`config.mk`:
```
export PLATFORM = sky130hd
export DESIGN_NAME = banyan_capture_seq
export DESIGN_NICKNAME = d
export VERILOG_FILES = /design/src/rtl/banyan_capture_seq.sv
export SDC_FILE = /design/constraint.sdc
export NUM_CORES = 1
export LEC_CHECK = 0
export ABC_AREA = 0
export CORE_AREA = 2 2 74 111
export CTS_BUF_LIST = sky130_fd_sc_hd__clkbuf_2
export DETAILED_ROUTE_END_ITERATION = 10
export DIE_AREA = 0 0 76 113
export PLACE_DENSITY = 0.88
export SYNTH_ARGS = -nofsm -noshare
export SYNTH_HDL_FRONTEND = slang
export SYNTH_SLANG_ARGS = --single-unit
```
`constraint.sdc`:
```
create_clock -name adc_clk -period 4.46 [get_ports adc_clk]
set_clock_uncertainty 0.15 [all_clocks]
set_input_delay 0.446 -clock adc_clk [delete_from_list [all_inputs] [get_ports adc_clk]]
set_output_delay 0.446 -clock adc_clk [all_outputs]
set_load 0.05 [all_outputs]
```
`src/rtl/banyan_capture_seq.sv`:
```
`default_nettype none
// ============================================================================
// Module      : banyan_capture_seq
// Description : Capture sequencer for banyan_mem: arm, optional external
//               trigger with timeout, run to rollover, optional auto-rearm.
// Revision    : 1.0 - initial release
// ============================================================================
module banyan_capture_seq #(
    parameter int tw = 24,
    parameter int hw = 16
) (
    input  logic          adc_clk,
    input  logic          rst,
    input  logic          arm,
    input  logic          abort,
    input  logic          mode_ext,
    input  logic          ext_trig,
    input  logic          auto_rearm,
    input  logic [hw-1:0] holdoff,
    input  logic [tw-1:0] timeout,
    input  logic          rollover,
    output logic          banyan_reset,
    output logic          banyan_run,
    output logic          busy,
    output logic          done,
    output logic          timeout_flag,
    output logic [2:0]    state,
    output logic [15:0]   capture_count
);

    typedef enum logic [2:0] {
        S_IDLE  = 3'd0,
        S_START = 3'd1,
        S_WAIT  = 3'd2,
        S_RUN   = 3'd3,
        S_HOLD  = 3'd4
    } state_t;

    state_t        r_state;
    state_t        w_next;
    logic [tw-1:0] r_wait_cnt;
    logic [hw-1:0] r_hold_cnt;
    logic [15:0]   r_capture_count;
    logic          w_fin;
    logic          w_tmo;
    logic          w_accept;
    logic [tw-1:0] w_tmo_last;
    logic [hw:0]   w_hold_inc;

    assign w_tmo_last = timeout - tw'(1);
    assign w_hold_inc = {1'b0, r_hold_cnt} + (hw+1)'(1);

    always_comb begin
        w_next   = r_state;
        w_fin    = 1'b0;
        w_tmo    = 1'b0;
        w_accept = 1'b0;
        if (abort) begin
            w_next = S_IDLE;
        end else begin
            case (r_state)
                S_IDLE: begin
                    if (arm) begin
                        w_next   = S_START;
                        w_accept = 1'b1;
                    end
                end
                S_START: w_next = mode_ext ? S_WAIT : S_RUN;
                S_WAIT: begin
                    // A trigger arriving on the final wait cycle still wins.
                    if (ext_trig) begin
                        w_next = S_RUN;
                    end else if ((timeout != '0) && (r_wait_cnt == w_tmo_last)) begin
                        w_next = S_IDLE;
                        w_tmo  = 1'b1;
                    end
                end
                S_RUN: begin
                    if (rollover) begin
                        w_fin = 1'b1;
                        if (!auto_rearm)
                            w_next = S_IDLE;
                        else if (holdoff != '0)
                            w_next = S_HOLD;
                        else
                            w_next = S_START;
                    end
                end
                S_HOLD: begin
                    // >= keeps the exit safe if holdoff shrinks mid-holdoff.
                    if (!auto_rearm)
                        w_next = S_IDLE;
                    else if (w_hold_inc >= {1'b0, holdoff})
                        w_next = S_START;
                end
                default: w_next = S_IDLE;
            endcase
        end
    end

    always_ff @(posedge adc_clk or posedge rst) begin
        if (rst) begin
            r_state         <= S_IDLE;
            r_wait_cnt      <= '0;
            r_hold_cnt      <= '0;
            r_capture_count <= '0;
            banyan_reset    <= 1'b0;
            banyan_run      <= 1'b0;
            busy            <= 1'b0;
            done            <= 1'b0;
            timeout_flag    <= 1'b0;
        end else begin
            r_state      <= w_next;
            r_wait_cnt   <= ((r_state == S_WAIT) && (w_next == S_WAIT)) ? r_wait_cnt + tw'(1) : '0;
            r_hold_cnt   <= ((r_state == S_HOLD) && (w_next == S_HOLD)) ? r_hold_cnt + hw'(1) : '0;
            banyan_reset <= (w_next == S_START);
            banyan_run   <= (w_next == S_RUN);
            busy         <= (w_next != S_IDLE);
            done         <= w_fin;
            if (w_fin)
                r_capture_count <= r_capture_count + 16'd1;
            if (w_accept)
                timeout_flag <= 1'b0;
            else if (w_tmo)
                timeout_flag <= 1'b1;
        end
    end

    assign state         = r_state;
    assign capture_count = r_capture_count;

endmodule
`default_nettype wire

```
==> results of run 1 <==
## worst max-delay path by stage
stage / start / end / slack, ns / cells past startpoint
2_1_floorplan: timeout[12] / r_wait_cnt[10] / 1.45 / 9
5_1_grt: r_hold_cnt[2] / r_hold_cnt[14] / 0.47 / 13
3_5_place_dp: timeout[0] / r_wait_cnt[7] / 0.54 / 11
4_1_cts: r_hold_cnt[2] / r_hold_cnt[12] / 0.80 / 13
6_report: r_hold_cnt[2] / r_hold_cnt[12] / 0.77 / 13
3_3_place_gp: timeout[0] / r_wait_cnt[0] / 0.68 / 11
## layer usage
layer  GRT usage  share of wire  wire length (µm)  up-vias
met3      0.0518          0.048               507       32
met2       0.452           0.52              5540      131
met1       0.288           0.40              4300     1920
met4       0.121          0.029               314        0
met5           0              0                 0        -
li1            -              -                 -     1888
## cells by family after synthesis
kind of cell / Yosys count / share of synthesized area
AO/OA/AOI/OAI: 53 / 0.0800
XOR/XNOR: 83 / 0.162
adder cells (fa/ha/maj): 20 / 0.0559
buffers and inverters: 43 / 0.0492
flip-flops: 64 / 0.358
multiplexers: 3 / 0.00979
AND/OR/NAND/NOR: 230 / 0.285
## stage by stage
stage | power (mW) | instance area, µm² | hold slack, ns
2_1_floorplan | 0.702 | 4470 | 0.337
3_3_place_gp | 0.783 | 5200 | 0.311
3_5_place_dp | 0.789 | 5200 | 0.332
4_1_cts | 1.20 | 5350 | 0.0811
5_1_grt | 1.24 | 5350 | 0.113
6_report | 1.19 | 5350 | 0.115
## state kept, by name, indices dropped and copies added, names as in the netlist, 3 cells and up
name           cells
state              3
capture_count     16
r_hold_cnt        16
r_wait_cnt        24
## power by group through the flow
stage	clock, mW	combinational, mW	sequential [mW]
after CTS	0.421	0.184	0.596
after global routing	0.442	0.199	0.597
final	0.408	0.184	0.596
after detailed placement	0	0.183	0.606
after global placement	0	0.177	0.606
after floorplan	0	0.0744	0.627
## cell usage after synthesis (all sizes together) (4+ instances only)
cell and instances:
xnor2 54, clkbuf 8, nand4 20, or4 4, nor3b 5, nor4 14, nor3 16, nor2b 16
inv 26, a21oi 10, buf 7, o21ai 13, a31oi 7, and4 8, xor2 29, nand3 22
a21o 4, nand2 49, dfrtp 64, and3 13, nor2 44, ha 20
## cell type report
| cell class | instances | share of cell area |
|---|---|---|
| Clock inverter | 7 | 0.0178 |
| Multi-Input combinational cell | 389 | 0.496 |
| Inverter | 26 | 0.0183 |
| Timing Repair Buffer | 73 | 0.136 |
| Tap cell | 102 | 0.0239 |
| Sequential cell | 64 | 0.300 |
| Clock buffer | 9 | 0.00843 |
## cells in the final DEF (no fill, tap or decap), types with 7 or more instances in the layout
cell / instances
clkbuf_2: 9
and3_1: 13
nor2b_1: 16
nor2_1: 44
xor2_1: 29
nor3_1: 15
o21ai_0: 13
nor4_1: 12
inv_1: 25
a31oi_1: 7
clkdlybuf4s50_1: 71
dfrtp_1: 64
a21oi_1: 10
xnor2_1: 54
nand4_1: 19
nand3_1: 22
ha_1: 20
and4_1: 7
nand2_1: 49
## critical path, delay by kind of cell, from the launching register on
| kind | cells | cell delay, ns |
|---|---|---|
| xor gates and xnor gates | 1 | 0.20 |
| DFF | 1 | 0.47 |
| and+or+nand+nor | 9 | 1.94 |
| AOI/OAI and AO/OA | 2 | 0.58 |
| adders and majority gates | 1 | 0.26 |
==> impl_metrics.yaml, run 1 <==
placement:
  hpwl_um: 8070
  dp_slack_ns: 0.537
  placed_cells: 654
  portBuffers: 71
  gp_congestion: 0.968
power:
  p_comb_frac: 0.155
  cellPowerDensity_nw_per_um2: 222
  clockPowerShare: 0.343
  p_switching_mw: 0.331
  peakVddDrop_uv: 310
  internal_power_mw: 0.856
  seqPwrFrac: 0.502
  switching_share: 0.279
  leakage_nw: 2.39
critical_path:
  reg2reg_setup_slack_ns: 0.77
  worst_r2r_endpoint: "r_hold_cnt[12]"
  cp_slowest_cell: "nand3_1"
  critPathMaxFanout: 16
  cpPeakStageDelay_ns: 0.51
  critPathCaptureType: "flop"
  path_cells: "and4_1, and3_1, nand2_1, nor3_1, nand3_1, xnor2_1, ha_1, nand3_1, nor3_1, a221oi_1, o311a_1, nand3_1, nor2b_1"
  required_ns: 4.74
  critPathArrivalTime_ns: 3.97
  crit_type: "reg2reg"
  crit_path_start_kind: "flop"
  r2r_start: "r_hold_cnt[2]"
  ff2ff_path_depth: 13
  cp_common_cell: "nand3_1"
synthesis:
  yosys_warnings: 0
  synth-seq-cells: 64
  synth_ff_type: "dfrtp_1"
  syn-num-nets: 564
  ys_seq_area_frac: 0.358
  synth_cells: 496
  synthTopCellsByArea: "dfrtp_1, xnor2_1, xor2_1"
  syn-mean-instance-area_um2: 9.02
  async_flop_share: 1.00
  synth_edf_count: 0
  synth_area_um2: 4470
  synth_top_area_cell: "dfrtp_1"
  yosysUniqueCellTypes: 61
  netlist.area_leader.share: 0.358
worst_hold_path:
  hold_path_class: "in2async"
route:
  first_pass_iters: 5
  drtIter0Drc: 177
  viasPerCell: 5.93
  wl_per_cell_um: 15.9
  drt-total-wl_um: 10700
  antenna_left: 0
  vias: 3971
  drc: 0
layout:
  num-nets-final: 631
  register_area_um2: 1600
  area_delta_synth_final_pct: 19.5
  multi_input_area_um2: 2650
  utilization: 0.707
  fillers: 558
  antennaDiodeCount: 0
  final_cells: 670
  layout-drive-gt1-share: 0.0651
cts:
  ctsHoldBuffers: 0
  cts_resized: 0
  clockBufferDepth: 2
  htree_levels: 3
  cts_made_buffers: 9
  tritoncts: "yes"
  insertion_delay_ns: 0.52
  postCtsSetupRepairBufs: 0
  root_buffer: "clkbuf_2"
  clkSinkCount: 64
  path_clk_slew_ns: 0.20
floorplan:
  std_cell_rows: 39
  start_util: 0.592
  core_area_um2: 7560
  pin_count: 72
  die_height_um: 113
  dieArea_um2: 8590
  chipWidth_um: 76
run_status:
  status: "completed"
grt:
  antenna_found_initial: 0
  grt_max_degree: 38
  grt_pass1_vias: 3937
  grtUsageTotal: 0.253
  grt-ovfl-total: 0
  grt_pass1_wl_um: 17700
sta:
  relSlewSlack: 0.442
  finalSetupViolCount: 0
  period_needed_ns: 3.69
  period_share: 0.827
  fmaxAchievable_mhz: 271
  fin_ws_ns: 0.772
  rsz0062_at_grt: "false"
  setup_tns_ns: 0
  tightest_slew_ns: 0.836
  slew_violations: 0
  hold_viol_final: 0
job:
  max_cap_viol_count: 0
No activity file was read; power rests on OpenSTA's default activity.
==> run 2: changes to the inputs <==
--- a/config.mk
+++ b/config.mk
@@ -6,11 +6,11 @@
 export NUM_CORES = 1
 export LEC_CHECK = 0
 export ABC_AREA = 0
-export CORE_AREA = 2 2 74 111
+export CORE_AREA = 2 2 80 120
 export CTS_BUF_LIST = sky130_fd_sc_hd__clkbuf_2
 export DETAILED_ROUTE_END_ITERATION = 10
-export DIE_AREA = 0 0 76 113
-export PLACE_DENSITY = 0.88
+export DIE_AREA = 0 0 82 122
+export PLACE_DENSITY = 0.8
 export SYNTH_ARGS = -nofsm -noshare
 export SYNTH_HDL_FRONTEND = slang
 export SYNTH_SLANG_ARGS = --single-unit
==> constraint.sdc (replaced) <==
create_clock -name adc_clk -period 3.2 [get_ports adc_clk]
set_clock_uncertainty 0.15 [all_clocks]
set_input_delay 0.32 -clock adc_clk [delete_from_list [all_inputs] [get_ports adc_clk]]
set_output_delay 0.32 -clock adc_clk [all_outputs]
set_load 0.05 [all_outputs]
==> run 2 against run 1 <==
  * The run now ends with setup timing left
  * Largest power group unchanged
  * Critical endpoint is now busy
  * Worst setup slack worse by 0.84 ns
  * Largest cell class unchanged
  * Total power up 31%
  * Design area grew 13%
==> impl_metrics.yaml, run 2 (synthesis gave the netlist of run 1 again) <==
route:
  drc: 0
  first_pass_iters: 4
  drt-total-wl_um: 11800
  drtIter0Drc: 177
  vias: 4217
  antenna_left: 0
  wl_per_cell_um: 16.1
  viasPerCell: 5.74
cts:
  tritoncts: "yes"
  cts_made_buffers: 9
  htree_levels: 3
  insertion_delay_ns: 0.49
  clkSinkCount: 64
  clockBufferDepth: 2
  root_buffer: "clkbuf_2"
  path_clk_slew_ns: 0.15
sta:
  setup_tns_ns: -0.0753
  tightest_slew_ns: 0.548
  fmaxAchievable_mhz: 306
  period_share: 1.02
  hold_viol_final: 0
  rsz0062_at_grt: "true"
  period_needed_ns: 3.27
  holdWs_ns: 0.335
  fin_ws_ns: -0.0664
  slew_violations: 0
  relSlewSlack: 0.634
  finalSetupViolCount: 3
floorplan:
  std_cell_rows: 43
  die_height_um: 122
  pin_count: 72
  core_area_um2: 9040
  chipWidth_um: 82
  start_util: 0.495
  dieArea_um2: 10000
layout:
  num-nets-final: 689
  largest_reg_flops: 24
  final_cells: 735
  multi_input_area_um2: 2890
  fillers: 708
  mostFrequentLayoutCells: "clkdlybuf4s50_1, dfrtp_1, buf_4"
  register_area_um2: 1600
  layout_commonest_cell: "clkdlybuf4s50_1"
  layout-drive-gt1-share: 0.194
  antennaDiodeCount: 0
  utilization: 0.667
  area_delta_synth_final_pct: 34.8
  largest-register: "r_wait_cnt"
critical_path:
  critPathCaptureType: "flop"
  endpoint: "busy"
  crit_path_start_kind: "flop"
  crit_start: "r_hold_cnt[5]"
  critPathArrivalTime_ns: 3.49
  crit_type: "reg2reg"
  required_ns: 3.43
  critPathMaxFanout: 5
  r2r_start: "r_hold_cnt[5]"
  ff2ff_path_depth: 14
  worst_r2r_endpoint: "busy"
  reg2reg_setup_slack_ns: -0.07
job:
  max_cap_viol_count: 0
placement:
  gp_congestion: 0.870
  placed_cells: 713
  hpwl_um: 8600
  portBuffers: 71
power:
  peakVddDrop_uv: 278
  finalPower_mw: 1.56
  p_switching_mw: 0.427
  internal_power_mw: 1.13
  switching_share: 0.274
  clockPowerShare: 0.278
  cellPowerDensity_nw_per_um2: 259
  seqPwrFrac: 0.532
  p_comb_frac: 0.190
  leakage_nw: 2.75
grt:
  grt-ovfl-total: 0
  grt_pass1_vias: 4191
  grt_max_degree: 32
  grtUsageTotal: 0.235
  grt_pass1_wl_um: 18400
  antenna_found_initial: 0
run_status:
  status: "finished with violations"
  violations: "setup timing"
worst_hold_path:
  hold_path_class: "reg2reg"
run 2: cell count changes in the layout (fill, tap and decap cells not counted), sizes merged:
cell and change:
clkbuf +3, clkinv -2, dlygate4sd3 +1, clkinvlp -1, inv -1, buf +56
bufinv -1
run 2: worst min path at each step:
stage	start	end	slack, ns	depth (start not counted)
after CTS	abort	state[1]	0.30	2
after global placement	timeout_flag	timeout_flag	0.31	1
after floorplan	abort	state[1]	0.24	1
after global routing	abort	state[1]	0.32	2
after detailed placement	timeout_flag	timeout_flag	0.32	1
final	capture_count[15]	capture_count[15]	0.34	1
run 2: layout make-up:
cell class | instances | area share
flip-flops and latches | 64 | 0.266
clock inverters | 2 | 0.00560
well taps | 112 | 0.0232
multi-input cells | 389 | 0.479
repair buffers | 131 | 0.201
inverters | 26 | 0.0162
clock buffers | 11 | 0.00913
run 2: worst max-delay path, stage by stage (launching register included):
cell,delay (ns)
dfrtp_1,0.39
and4_1,0.22
and3_4,0.21
buf_6,0.12
nand3_4,0.11
nor2_4,0.14
xor2_2,0.17
ha_1,0.30
a21o_1,0.21
a221oi_2,0.26
o311a_1,0.30
buf_6,0.14
a31oi_4,0.11
a311oi_2,0.26
a21oi_1,0.07
run 2: metal layers:
layer | global-route usage | wire (µm) | share of wire | vias to the layer above
met5 | 0 | 0 | 0 | -
met4 | 0.119 | 435 | 0.037 | 0
met3 | 0.0444 | 613 | 0.052 | 38
met2 | 0.406 | 6160 | 0.52 | 153
met1 | 0.270 | 4630 | 0.39 | 2029
li1 | - | - | - | 1997
run 2: metrics by stage:
step / setup slack, ns / cell area, µm²
finish: -0.0664 / 6030
global route: -0.235 / 6030
CTS: 0.00513 / 5790
detailed placement: -0.148 / 5610
global placement: -0.0141 / 5610
floorplan: 0.216 / 4470
run 2: power groups by stage:
stage               sequential [mW]  clock [mW]  combinational (mW)
global placement              0.844           0               0.270
global route                  0.832       0.477               0.319
CTS                           0.830       0.450               0.286
finish                        0.830       0.434               0.296
floorplan                     0.874           0               0.104
detailed placement            0.845           0               0.277
run 2: repair_timing:
action / CTS / global route
endpoints found under the setup margin: 8 / 20
pin swaps: 10 / 12
gates resized for setup: 10 / 32
hold buffers: 1 / 0
buffers inserted: 3 / 4
hold endpoints to repair: 9 / 0
gates cloned: 0 / 1
